===== config.mk =====
export PLATFORM = sky130hd
export DESIGN_NAME = mux4_rr_arbiter_flat
export DESIGN_NICKNAME = d
export VERILOG_FILES = /design/src/rtl/mux4_rr_arbiter_if.sv /design/src/rtl/mux4_rr_arbiter.sv /design/src/flat_wrapper.sv
export SDC_FILE = /design/constraint.sdc
export NUM_CORES = 1
export LEC_CHECK = 0
export CAP_MARGIN = 40
export CORE_AREA = 4 4 62 53
export CTS_BUF_LIST = sky130_fd_sc_hd__clkbuf_4 sky130_fd_sc_hd__clkbuf_8
export DETAILED_ROUTE_END_ITERATION = 8
export DIE_AREA = 0 0 66 57
export PLACE_DENSITY = 0.58
export SETUP_SLACK_MARGIN = 0.2
export SLEW_MARGIN = 20
export SYNTH_ARGS = -nofsm -noshare
export SYNTH_HDL_FRONTEND = slang
export SYNTH_SLANG_ARGS = --single-unit

===== constraint.sdc =====
create_clock -name clk -period 4.32 [get_ports clk]
set_input_delay 0.648 -clock clk [delete_from_list [all_inputs] [get_ports clk]]
set_output_delay 0.648 -clock clk [all_outputs]
set_load 0.01 [all_outputs]

===== src/rtl/mux4_rr_arbiter_if.sv =====
// Bundle carrying the arbiter's request/select/handshake signals.
// The arbiter uses the master view; the requesting and consuming side uses slave.
interface mux4_rr_arbiter_if;
  logic [3:0] req;
  logic       out_ready;
  logic       s0;
  logic       s1;
  logic [3:0] gnt;
  logic       out_valid;
  logic       busy;

  modport master (
    input  req, out_ready,
    output s0, s1, gnt, out_valid, busy
  );

  modport slave (
    output req, out_ready,
    input  s0, s1, gnt, out_valid, busy
  );
endinterface


===== src/rtl/mux4_rr_arbiter.sv =====
// Round-robin arbiter driving the select pins of a 4:1 mux, with a bounded
// number of accepted beats per grant and a valid/ready output handshake.
module mux4_rr_arbiter #(
  parameter int unsigned MAX_BURST = 4,
  parameter int unsigned CNT_W     = 8
) (
  input logic clk,
  input logic rst,
  mux4_rr_arbiter_if.master bus
);

  typedef enum logic {IDLE, GRANT} state_t;

  state_t           state_q, state_d;
  logic [3:0]       gnt_q, gnt_d;
  logic [1:0]       sel_q, sel_d;
  logic [1:0]       last_q, last_d;
  logic [CNT_W-1:0] cnt_q, cnt_d;

  logic       busy;
  logic       out_valid;
  logic       xfer;
  logic       last_beat;
  logic       release_c;
  logic [1:0] base;
  logic [1:0] cand;
  logic [1:0] winner;
  logic       win_found;

  assign busy      = (state_q == GRANT);
  assign out_valid = busy & bus.req[sel_q];
  assign xfer      = out_valid & bus.out_ready;
  assign last_beat = (cnt_q == CNT_W'(MAX_BURST - 1));
  assign release_c = busy & (~bus.req[sel_q] | (xfer & last_beat));

  // On release the search starts after the current holder, so it comes last.
  assign base = busy ? sel_q : last_q;

  always_comb begin
    win_found = 1'b0;
    winner    = base;
    cand      = base;
    for (int k = 1; k <= 4; k++) begin
      cand = base + 2'(k);
      if (!win_found && bus.req[cand]) begin
        win_found = 1'b1;
        winner    = cand;
      end
    end
  end

  always_comb begin
    state_d = state_q;
    gnt_d   = gnt_q;
    sel_d   = sel_q;
    last_d  = last_q;
    cnt_d   = cnt_q;
    if (state_q == IDLE) begin
      if (win_found) begin
        state_d = GRANT;
        gnt_d   = 4'b0001 << winner;
        sel_d   = winner;
        cnt_d   = '0;
      end
    end else begin
      if (release_c) begin
        last_d = sel_q;
        cnt_d  = '0;
        if (win_found) begin
          gnt_d = 4'b0001 << winner;
          sel_d = winner;
        end else begin
          state_d = IDLE;
          gnt_d   = 4'b0000;
        end
      end else if (xfer) begin
        cnt_d = cnt_q + CNT_W'(1);
      end
    end
  end

  always_ff @(posedge clk or posedge rst) begin
    if (rst) begin
      state_q <= IDLE;
      gnt_q   <= 4'b0000;
      sel_q   <= 2'b00;
      last_q  <= 2'd3;
      cnt_q   <= '0;
    end else begin
      state_q <= state_d;
      gnt_q   <= gnt_d;
      sel_q   <= sel_d;
      last_q  <= last_d;
      cnt_q   <= cnt_d;
    end
  end

  assign bus.gnt       = gnt_q;
  assign bus.s0        = sel_q[1];
  assign bus.s1        = sel_q[0];
  assign bus.busy      = busy;
  assign bus.out_valid = out_valid;

endmodule


===== src/flat_wrapper.sv =====
// flat-port wrapper written by rule: the top's interface ports become plain ports
module mux4_rr_arbiter_flat 
#(
  parameter int unsigned MAX_BURST = 4,
  parameter int unsigned CNT_W     = 8
)
  (clk, rst, bus_req, bus_out_ready, bus_s0, bus_s1, bus_gnt, bus_out_valid, bus_busy);
  mux4_rr_arbiter_if bus_i ();
  input logic clk;
  input logic rst;
  input wire logic [$bits(bus_i.req)-1:0] bus_req;
  input wire logic [$bits(bus_i.out_ready)-1:0] bus_out_ready;
  output wire logic [$bits(bus_i.s0)-1:0] bus_s0;
  output wire logic [$bits(bus_i.s1)-1:0] bus_s1;
  output wire logic [$bits(bus_i.gnt)-1:0] bus_gnt;
  output wire logic [$bits(bus_i.out_valid)-1:0] bus_out_valid;
  output wire logic [$bits(bus_i.busy)-1:0] bus_busy;
  assign bus_i.req = bus_req;
  assign bus_i.out_ready = bus_out_ready;
  assign bus_s0 = bus_i.s0;
  assign bus_s1 = bus_i.s1;
  assign bus_gnt = bus_i.gnt;
  assign bus_out_valid = bus_i.out_valid;
  assign bus_busy = bus_i.busy;
  mux4_rr_arbiter #(.MAX_BURST(MAX_BURST), .CNT_W(CNT_W)) u_core (.clk(clk), .rst(rst), .bus(bus_i));
endmodule

==> out/qor.tcl, run 1 <==
set qor(postLayoutCoreUtil_pct) 45.41
set qor(cts-resized-gates) 0
set qor(cts_tree) {built}
set qor(synth_largest_area_cell) {sky130_fd_sc_hd__dfrtp_1}
set qor(yosysUniqueCellTypes) 37
set qor(gpl.final_weighted_congestion) 0.8136
set qor(worst_r2r_path_depth) 5
set qor(finClkSkew_ns) 0.003126
set qor(worst_setup_path_start_kind) {primary input}
set qor(io-pin-count) 15
set qor(timing.setup.critical_path_class) {in -> out}
set qor(vias_in_the_first_global_route) 783
set qor(postSynth.asyncResetShare_pct) 100.0
set qor(post_route_cells_drive_above_1_share_pct) 13.68
set qor(fmaxAchievable_mhz) 328.7
set qor(synth.mux.area_fraction_pct) 12.19
set qor(syn_inst) 102
set qor(place.detailed.hpwl_um) 1598
set qor(dp_worst_setup_slack_ns) 1.255
set qor(hold_class) {reg -> reg}
set qor(grt_max_degree) 18
set qor(drc) 0
set qor(drt_iter0_markers) 18
set qor(yosysMostFrequentCell) {sky130_fd_sc_hd__dfrtp_1}
set qor(timing.critical_path.buf_inv) 3
set qor(detail-route-antenna-nets) 0
set qor(combinational_family_with_the_most_area_after_synthesis) {simple AND/OR/NAND/NOR gates}
set qor(syn-cell-area_um2) 1016
set qor(synth_simple_gate_area_share_pct) 17.86
set qor(total_negative_setup_slacks_ns) 0
set qor(antenna_found_initial) 0
set qor(worst_slack_ns) 1.277
set qor(clkLatencyLatePin_ns) 0.29
set qor(avgRoutedWirePerCell_um) 13.46
set qor(floorplan.rows) 17
set qor(worst_hold_path.num_cells) 2
set qor(area_growth_from_synthesis_to_layout_pct) 18.84
set qor(post_synth.cell_area_avg_um2) 9.961
set qor(cts_buffers) 3
set qor(vertical_extent_of_the_die_um) 57
set qor(p_per_area_nw_per_um2) 552.9
set qor(postSynthRegisterBits) 17
set qor(worst_ep_arrival_time_ns) 2.39
set qor(synthXorXnorAreaFrac_pct) 5.172
set qor(cp-end-kind) {output port}
set qor(cts_hold_buffers) 0
set qor(core-area_um2) 2659
set qor(die_w_um) 66
set qor(clock_sink_count) 17
set qor(outcome) {finished, final reports clean}
set qor(root_buffer_selected_by_cts) {sky130_fd_sc_hd__clkbuf_4}
set qor(worstPathRequired_ns) 3.67
set qor(setup-violations-final) 0
set qor(synth_common_cells) {15 x sky130_fd_sc_hd__dfrtp_1, 11 x sky130_fd_sc_hd__nand2_1, 9 x sky130_fd_sc_hd__nor2_1}
set qor(max-vdd-ir-drop_mv) 0.2609
set qor(route.vias.total) 798
set qor(slowest_stage_delay_cp_ns) 0.53
set qor(postCtsSetupBuffers) 0
set qor(antennaDiodeCount) 0
set qor(finalNonFillerCells) 155
set qor(regToRegEndpoint) {u_core.cnt_q[4]}
set qor(grtUsageTotal_pct) 12.43
set qor(synth_top_area_share_pct) 36.95
set qor(yosysSeqAreaShare_pct) 42.12
set qor(postSynthNetCount) 110
set qor(worst_slew_margin_rel_pct) 55.89
set qor(floorplan.die_area_um2) 3762
set qor(synth_enable_flop_cells) 0
set qor(area_of_all_placed_cells_without_fillers_um2) 1207
set qor(maxCapViolCount) 0
set qor(drt_pass1_iterations) 2
set qor(timing_worst_slew_pin_value_ns) 0.6610
set qor(final_period_minus_worst_setup_slack_ns) 3.043
set qor(dpl.cell_count) 151
set qor(initial_core_util_pct) 38.21
set qor(via_per_inst) 5.148
set qor(htree_num_levels) 1
set qor(crit_path_top_delay_cell) {sky130_fd_sc_hd__clkdlybuf4s50_1}
set qor(cts.path.max_buffers) 2
set qor(cp_max_fo) 10
set qor(synth.yosys.warnings) 0
set qor(post-route-period-util_pct) 70.43
set qor(unrepaired_setup_endpoints_after_global_routing) {no}
set qor(fin_nets) 126
set qor(grt_overflow) 0
set qor(synthesized_area_fraction_occupied_by_ao_oa_aoi_and_oai_cells_pct) 17.00
set qor(worst_hold_startpoint) {u_core.bus.gnt[1]}
set qor(placedInstanceArea_um2) 1177
set qor(final_hold_viol_count) 0
set qor(total_leakage_power_nw) 0.5135
set qor(critPathTopFamily) {buffers and inverters}
set qor(min_delay_worst_endpoint) {u_core.bus.gnt[1]}
set qor(critical_path.most_common_cell) {sky130_fd_sc_hd__clkdlybuf4s50_1}
set qor(ys_top_cells_by_area) {sky130_fd_sc_hd__dfrtp_1 37%, sky130_fd_sc_hd__dfstp_2 5.2%, sky130_fd_sc_hd__mux2i_1 4.9%}
set qor(totalWireLength_um) 2086
set qor(synth_flop_cell) {sky130_fd_sc_hd__dfrtp_1}
set qor(grt_pass1_wl_um) 3615
set qor(place.port_buffers) 14
set qor(worstReg2RegStart) {u_core.sel_q[1]}
set qor(clk_pin_slew_worst_setup_hold_paths_ns) 0.10
set qor(slack_of_the_worst_reg_to_reg_path_ns) 2.38
set qor(power_uw) 667.5
set qor(timing.hold.ws_ns) 0.4882
set qor(worstPathCellList) {clkdlybuf4s50_1 > mux2i_1 > o22a_1 > inv_1 > clkdlybuf4s50_1}
set qor(synth-adder-area-share_pct) 1.232
set qor(timing_max_transition_violations_final) 0
-- flip-flops by register name, summed over array words and instances, names as in the netlist --
register,count
u_core.bus.gnt,4
u_core.bus.busy,1
u_core.cnt_q,8
u_core.last_q,2
u_core.sel_q,2
-- per-layer routing --
metal  GRT usage (%)  wire length (um)  up-vias
li1                -                 -      398
met1           16.73              1062      386
met2           18.86               920       12
met3           5.118                89        2
met4           2.609                13        0
met5               0                 0        -
-- cells by family after synthesis --
family	count (synthesis)
simple gates	33
buf+inv	8
compound gates	26
fa+ha+maj	1
xor+xnor	6
flops	17
mux	11
-- placed cells by master, fill, tap and decap left out, types with 2 or more instances in the layout --
master                            synthesis  final
sky130_fd_sc_hd__mux2i_1                  5      5
sky130_fd_sc_hd__dfstp_2                  2      2
sky130_fd_sc_hd__a211oi_1                 2      2
sky130_fd_sc_hd__clkdlybuf4s50_1          0     14
sky130_fd_sc_hd__nand2_1                 11     11
sky130_fd_sc_hd__clkbuf_4                 0      4
sky130_fd_sc_hd__mux2_2                   4      4
sky130_fd_sc_hd__inv_1                    5      5
sky130_fd_sc_hd__nand3_1                  3      3
sky130_fd_sc_hd__o211ai_1                 3      3
sky130_fd_sc_hd__a21oi_1                  3      3
sky130_fd_sc_hd__xor2_1                   5      5
sky130_fd_sc_hd__and3_1                   2      2
sky130_fd_sc_hd__nor2_1                   9      9
sky130_fd_sc_hd__dfrtp_1                 15     15
sky130_fd_sc_hd__o21ai_0                  4      4
sky130_fd_sc_hd__o21ai_1                  6      6
-- report_power, final --
part	internal, mW	total [mW]	switching, mW
Clock	0.0422	0.0922	0.0500
Sequential	0.208	0.252	0.0444
Combinational	0.165	0.323	0.158
-- area by class of cell --
class	count	area, um^2
Fill cell	273	1451
Timing Repair Buffer	14	140.1
Tap cell	38	47.55
Multi-Input combinational cell	77	543.0
Clock buffer	4	30.03
Inverter	5	18.77
Sequential cell	17	427.9
-- how the worst max path moves through the flow --
stage | start | to | slack, ns | depth (start not counted)
after floorplan | bus_out_ready | u_core.sel_q[1] | 2.48 | 5
after global placement | bus_req[2] | bus_out_valid | 1.31 | 5
after detailed placement | bus_req[2] | bus_out_valid | 1.25 | 5
after CTS | bus_req[2] | bus_out_valid | 1.26 | 5
after global routing | bus_req[0] | bus_out_valid | 1.13 | 5
final | bus_req[2] | bus_out_valid | 1.28 | 5
-- worst min-delay path, delay by kind of cell (launching register included) --
| kind | cells | cell delay [ns] |
|---|---|---|
| AO/OA/AOI/OAI | 1 | 0.05 |
| flip-flops | 1 | 0.35 |
| AND/OR/NAND/NOR | 1 | 0.06 |
Note: power is estimated with default switching activity, not from simulation.
==> run 2, diff against run 1 <==
==> constraint.sdc (replaced) <==
create_clock -name clk -period 2.8 [get_ports clk]
set_input_delay 0.42 -clock clk [delete_from_list [all_inputs] [get_ports clk]]
set_output_delay 0.42 -clock clk [all_outputs]
set_load 0.01 [all_outputs]
==> run 2 against run 1 <==
Compared with the run above: worst hold slack worse by 0.0063 ns; power up 56%; non-clock buffer count up 1; count of clock-buffer cells in the layout unchanged; via count up 2.1%; highest routed layer unchanged; combinational power up 59%; cell area up 0.62%; worst setup slack worse by 0.90 ns; clock power up 50%.
==> out/qor.tcl, run 2 (synthesis results as in run 1) <==
set qor(outcome) {finished, final reports clean}
set qor(die_w_um) 66 ;# unchanged
set qor(clk_pin_slew_worst_setup_hold_paths_ns) 0.09 ;# about the same
set qor(htree_num_levels) 1 ;# unchanged
set qor(min_delay_worst_endpoint) {u_core.bus.gnt[3]}
set qor(worstPathRequired_ns) 2.38 ;# -1.29 ns
set qor(grt_max_degree) 18 ;# unchanged
set qor(cp_max_fo) 6 ;# -4
set qor(max_flop_register) {u_core.cnt_q}
set qor(clock_sink_count) 17 ;# unchanged
set qor(power_frac_comb_pct) 49.3 ;# +0.9 points
set qor(postLayoutCoreUtil_pct) 45.69 ;# +0.28 points
set qor(worst_setup_path_start_kind) {primary input}
set qor(finalNonFillerCells) 156 ;# +0.65%
set qor(avgRoutedWirePerCell_um) 13.42 ;# -0.31%
set qor(place.detailed.hpwl_um) 1592 ;# -0.36%
set qor(via_per_inst) 5.224 ;# +1.5%
set qor(slack_of_the_worst_reg_to_reg_path_ns) 0.95 ;# -1.43 ns
set qor(cts_tree) {built}
set qor(drc) 0 ;# unchanged
set qor(place.port_buffers) 14 ;# unchanged
set qor(pwr-share-clk_pct) 13.3 ;# -0.5 points
set qor(cts-resized-gates) 0 ;# unchanged
set qor(maxCapViolCount) 0 ;# unchanged
set qor(drt_pass1_iterations) 4 ;# +2
set qor(p_seq_share_pct) 37.4 ;# -0.4 points
set qor(drt_iter0_markers) 31 ;# +13
set qor(total_negative_setup_slacks_ns) 0 ;# unchanged
set qor(post-route-period-util_pct) 86.65
set qor(worst_slew_margin_rel_pct) 57.01 ;# +1.1 points
set qor(root_buffer_selected_by_cts) {sky130_fd_sc_hd__clkbuf_4}
set qor(cts.path.max_buffers) 2 ;# unchanged
set qor(power_switching_share_pct) 37.36 ;# -0.48 points
set qor(grtUsageTotal_pct) 11.98 ;# -0.45 points
set qor(fin_nets) 127 ;# +0.79%
set qor(final_hold_viol_count) 0 ;# unchanged
set qor(setup-violations-final) 0 ;# unchanged
set qor(worst_r2r_path_depth) 6 ;# +1
set qor(worstPathCellList) {clkdlybuf4s50_1 > mux2i_1 > o22a_1 > inv_1 > clkdlybuf4s50_1}
set qor(net_switching_power_figure_uw) 388.5 ;# +54%
set qor(postCtsSetupBuffers) 0 ;# unchanged
set qor(io-pin-count) 15 ;# unchanged
set qor(final_period_minus_worst_setup_slack_ns) 2.426
set qor(route.vias.total) 815 ;# +2.1%
set qor(unrepaired_setup_endpoints_after_global_routing) {no}
set qor(gpl.final_weighted_congestion) 0.8067 ;# -0.85%
set qor(worstReg2RegStart) {u_core.sel_q[1]}
set qor(hold_class) {reg -> reg}
set qor(cp-end-kind) {output port}
set qor(antenna_found_initial) 0 ;# unchanged
set qor(antennaDiodeCount) 0 ;# unchanged
set qor(initial_core_util_pct) 38.21 ;# unchanged
set qor(power_mw) 1.040 ;# +56%
set qor(worst_hold_path.num_cells) 2 ;# unchanged
set qor(final_cell_mix) {15 x sky130_fd_sc_hd__dfrtp_1, 14 x sky130_fd_sc_hd__clkdlybuf4s50_1, 11 x sky130_fd_sc_hd__nand2_1}
set qor(regToRegEndpoint) {u_core.cnt_q[2]}
set qor(timing.setup.critical_path_class) {in -> out}
set qor(p_per_area_nw_per_um2) 856.1 ;# +55%
set qor(core-area_um2) 2659 ;# unchanged
set qor(largest_reg_flops) 8 ;# unchanged
set qor(total_leakage_power_nw) 0.5182 ;# +0.91%
set qor(post_route_cells_drive_above_1_share_pct) 14.41 ;# +0.73 points
set qor(placedInstanceArea_um2) 1185 ;# +0.64%
set qor(floorplan.rows) 17 ;# unchanged
set qor(detail-route-antenna-nets) 0 ;# unchanged
set qor(fmaxAchievable_mhz) 412.2
set qor(dpl.cell_count) 152 ;# +0.66%
set qor(worst_hold_startpoint) {u_core.bus.gnt[3]}
set qor(slowest_stage_delay_cp_ns) 0.62 ;# +0.09 ns
set qor(cts_hold_buffers) 0 ;# unchanged
set qor(timing_worst_slew_pin_value_ns) 0.6442 ;# -0.01676 ns
set qor(worst_ep_arrival_time_ns) 2.01 ;# -0.38 ns
set qor(totalWireLength_um) 2093 ;# +0.34%
set qor(vias_in_the_first_global_route) 724 ;# -7.5%
set qor(timing_max_transition_violations_final) 0 ;# unchanged
set qor(floorplan.die_area_um2) 3762 ;# unchanged
set qor(max-vdd-ir-drop_mv) 0.3754 ;# +44%
set qor(cts_buffers) 3 ;# unchanged
set qor(commonest_non_fill_non_tap_cell_in_the_layout) {sky130_fd_sc_hd__dfrtp_1}
set qor(clkLatencyLatePin_ns) 0.29 ;# about the same
set qor(area_of_all_placed_cells_without_fillers_um2) 1215 ;# +0.62%
set qor(internal_power_uw) 651.6 ;# +57%
set qor(vertical_extent_of_the_die_um) 57 ;# unchanged
set qor(finClkSkew_ns) 0.009852 ;# +0.006727 ns
set qor(grt_overflow) 0 ;# unchanged
set qor(layout.filler_cells) 258 ;# -5.5%
set qor(crit_path_top_delay_cell) {sky130_fd_sc_hd__clkdlybuf4s50_1}
set qor(critical_path.most_common_cell) {sky130_fd_sc_hd__clkdlybuf4s50_1}
set qor(area_growth_from_synthesis_to_layout_pct) 19.58
set qor(grt_pass1_wl_um) 3498 ;# -3.2%
[run 2: changes by cell type in the layout (fill, tap and decap cells not counted)]
cell,previous run,this run
sky130_fd_sc_hd__buf_4,0,1
[run 2: layer usage]
layer / track usage, % / up-vias / part of all wire, %
li1: - / 402 / -
met1: 16.61 / 389 / 49
met2: 18.00 / 20 / 45
met3: 4.331 / 4 / 4.6
met4: 2.609 / 0 / 1.3
met5: 0 / - / 0
[run 2: per-stage QoR]
step | setup WS (ns) | hold WS, ns
after global placement | 0.4010 | 0.4644
after CTS | 0.3743 | 0.4903
after detailed placement | 0.3859 | 0.4694
final | 0.3739 | 0.4819
after global routing | 0.3040 | 0.5075
after floorplan | 1.160 | 0.3446
[run 2: layout make-up]
type	count	area [um^2]	area share, %
well taps	38	47.55	3.913
clock buffers	4	30.03	2.472
flip-flops and latches	17	427.9	35.22
inverters	5	18.77	1.545
repair buffers	15	147.6	12.15
multi-input cells	77	543.0	44.70
[run 2: power by group through the flow]
stage,sequential (mW),combinational (mW),clock (mW)
2_1_floorplan,0.394,0.344,0
3_3_place_gp,0.389,0.514,0
3_5_place_dp,0.394,0.518,0
4_1_cts,0.389,0.519,0.144
5_1_grt,0.402,0.559,0.156
6_report,0.389,0.513,0.138
[run 2: worst max path at each step]
stage               startpoint         endpoint  slack, ns  cells after the start
3_5_place_dp        bus_req[2]    bus_out_valid       0.39                      5
6_report            bus_req[2]    bus_out_valid       0.37                      5
5_1_grt             bus_req[2]    bus_out_valid       0.30                      5
3_3_place_gp        bus_req[2]    bus_out_valid       0.40                      5
2_1_floorplan  u_core.bus.busy  u_core.sel_q[1]       1.16                      6
4_1_cts             bus_req[2]    bus_out_valid       0.37                      5
[run 2: critical path, delay by kind of cell]
kind	cells	cell delay, ns
multiplexers	1	0.16
AO/OA/AOI/OAI	1	0.22
buffers and inverters	3	1.21
==> run 3, diff against run 2 <==
--- a/config.mk
+++ b/config.mk
@@ -10,7 +10,6 @@
 export CTS_BUF_LIST = sky130_fd_sc_hd__clkbuf_4 sky130_fd_sc_hd__clkbuf_8
 export DETAILED_ROUTE_END_ITERATION = 8
 export DIE_AREA = 0 0 66 57
-export PLACE_DENSITY = 0.58
 export SETUP_SLACK_MARGIN = 0.2
 export SLEW_MARGIN = 20
 export SYNTH_ARGS = -nofsm -noshare
==> run 3 against run 2 <==
Compared with the run above: count of clock-buffer cells in the layout is the same; sequential cell count unchanged; critical path depth stayed put; via count is 1.3% lower; critical path type unchanged; clock power about the same; die area unchanged; register-to-register slack worse by 0.02 ns.
==> out/qor.tcl, run 3 (synthesis results as in run 1) <==
set qor(area_of_all_placed_cells_without_fillers_um2) 1215 ;# unchanged
set qor(final_cell_mix) {15 x sky130_fd_sc_hd__dfrtp_1, 14 x sky130_fd_sc_hd__clkdlybuf4s50_1, 11 x sky130_fd_sc_hd__nand2_1}
set qor(htree_num_levels) 1 ;# unchanged
set qor(hold_class) {reg -> reg}
set qor(via_per_inst) 5.154 ;# -1.3%
set qor(fmaxAchievable_mhz) 414.8 ;# +0.64%
set qor(clock_sink_count) 17 ;# unchanged
set qor(antennaDiodeCount) 0 ;# unchanged
set qor(totalWireLength_um) 2080 ;# -0.62%
set qor(timing.setup.critical_path_class) {in -> out}
set qor(vertical_extent_of_the_die_um) 57 ;# unchanged
set qor(floorplan.die_area_um2) 3762 ;# unchanged
set qor(drt_pass1_iterations) 4 ;# unchanged
set qor(max-vdd-ir-drop_mv) 0.3347 ;# -11%
set qor(gpl.final_weighted_congestion) 0.9093 ;# +13%
set qor(core-area_um2) 2659 ;# unchanged
set qor(clkLatencyLatePin_ns) 0.28 ;# about the same
set qor(floorplan.rows) 17 ;# unchanged
set qor(unrepaired_setup_endpoints_after_global_routing) {no}
set qor(place.detailed.hpwl_um) 1555 ;# -2.3%
set qor(commonest_non_fill_non_tap_cell_in_the_layout) {sky130_fd_sc_hd__dfrtp_1}
set qor(total_negative_setup_slacks_ns) 0 ;# unchanged
set qor(cts_tree) {built}
set qor(postLayoutCoreUtil_pct) 45.69 ;# unchanged
set qor(maxCapViolCount) 0 ;# unchanged
set qor(grt_overflow) 0 ;# unchanged
set qor(post_route_cells_drive_above_1_share_pct) 14.41 ;# unchanged
set qor(cts_hold_buffers) 0 ;# unchanged
set qor(clk_pin_slew_worst_setup_hold_paths_ns) 0.10 ;# about the same
set qor(route.vias.total) 804 ;# -1.3%
set qor(final_hold_viol_count) 0 ;# unchanged
set qor(largest_reg_flops) 8 ;# unchanged
set qor(vias_in_the_first_global_route) 806 ;# +11%
set qor(post-route-period-util_pct) 86.10 ;# -0.55 points
set qor(timing_worst_slew_pin_value_ns) 0.6604 ;# +0.01620 ns
set qor(initial_core_util_pct) 38.21 ;# unchanged
set qor(antenna_found_initial) 0 ;# unchanged
set qor(drt_iter0_markers) 28 ;# -9.7%
set qor(cp_max_fo) 6 ;# unchanged
set qor(final_period_minus_worst_setup_slack_ns) 2.411 ;# -0.01539 ns
set qor(p_per_area_nw_per_um2) 853.6 ;# -0.29%
set qor(area_growth_from_synthesis_to_layout_pct) 19.58 ;# unchanged
set qor(grt_max_degree) 18 ;# unchanged
set qor(timing_max_transition_violations_final) 0 ;# unchanged
set qor(detail-route-antenna-nets) 0 ;# unchanged
set qor(avgRoutedWirePerCell_um) 13.33 ;# -0.62%
set qor(root_buffer_selected_by_cts) {sky130_fd_sc_hd__clkbuf_4}
set qor(worst_slew_margin_rel_pct) 55.92 ;# -1.1 points
set qor(total_leakage_power_nw) 0.5182 ;# unchanged
set qor(finClkSkew_ns) 0.002539 ;# -0.007313 ns
set qor(grtUsageTotal_pct) 12.90 ;# +0.92 points
set qor(cts.path.max_buffers) 2 ;# unchanged
set qor(fin_nets) 127 ;# unchanged
set qor(worstPathRequired_ns) 2.38 ;# about the same
set qor(cp-end-kind) {output port}
set qor(drc) 0 ;# unchanged
set qor(placedInstanceArea_um2) 1185 ;# unchanged
set qor(die_w_um) 66 ;# unchanged
set qor(postCtsSetupBuffers) 0 ;# unchanged
set qor(io-pin-count) 15 ;# unchanged
set qor(place.port_buffers) 14 ;# unchanged
set qor(setup-violations-final) 0 ;# unchanged
set qor(cts-resized-gates) 0 ;# unchanged
set qor(worst_setup_path_start_kind) {primary input}
set qor(cts_buffers) 3 ;# unchanged
set qor(outcome) {finished, final reports clean}
set qor(max_flop_register) {u_core.cnt_q}
set qor(worst_ep_arrival_time_ns) 1.99 ;# -0.02 ns
set qor(grt_pass1_wl_um) 3732 ;# +6.7%
-- run 3: cell counts in the layout (fill, tap and decap cells not counted) --
Identical to the previous run, type by type.
-- run 3: area by class of cell --
cell class | instances | area [um^2]
fillers | 272 | 1444
multi-input cells | 77 | 543.0
flip-flops and latches | 17 | 427.9
repair buffers | 15 | 147.6
well taps | 38 | 47.55
clock buffers | 4 | 30.03
inverters | 5 | 18.77
-- run 3: critical path: stages --
cell                              delay, ns
sky130_fd_sc_hd__clkdlybuf4s50_1       0.63
sky130_fd_sc_hd__mux2i_1               0.14
sky130_fd_sc_hd__o22a_1                0.22
sky130_fd_sc_hd__inv_1                 0.05
sky130_fd_sc_hd__clkdlybuf4s50_1       0.53
-- run 3: stage by stage --
step / setup WS [ns] / instances / total power [mW] / hold slack [ns]
after global placement: 0.4079 / 152 / 0.8990 / 0.4652
after global routing: 0.3233 / 156 / 1.129 / 0.5258
final: 0.3893 / 156 / 1.037 / 0.4845
after detailed placement: 0.3849 / 152 / 0.9032 / 0.4720
after floorplan: 1.160 / 102 / 0.7374 / 0.3446
after CTS: 0.3849 / 156 / 1.051 / 0.4982
-- run 3: where the power goes --
group / internal, mW / leakage, nW / total, mW / switching (mW)
clock network: 0.0649 / 0.0184 / 0.141 / 0.0761
registers: 0.320 / 0.216 / 0.387 / 0.0665
logic: 0.266 / 0.284 / 0.509 / 0.244
-- run 3: final timing paths --
kind,depth (start not counted),endpoint,startpoint,slack [ns]
setup / recovery,5,bus_out_valid,bus_req[0],0.39
hold / removal,2,u_core.bus.gnt[3],u_core.bus.gnt[3],0.48
setup reg to reg,4,u_core.sel_q[1],u_core.bus.busy,0.93
hold reg to reg,2,u_core.bus.gnt[3],u_core.bus.gnt[3],0.48
max in group asynchronous,2,u_core.cnt_q[1],rst,1.86
min in group asynchronous,2,u_core.bus.busy,rst,0.52
-- run 3: layer usage --
metal	GRT usage (%)	share of wire [%]	wire (um)
met5	0	0	0
met4	4.928	0.67	14
met3	4.134	5.6	117
met2	19.71	46	949
met1	17.06	48	999
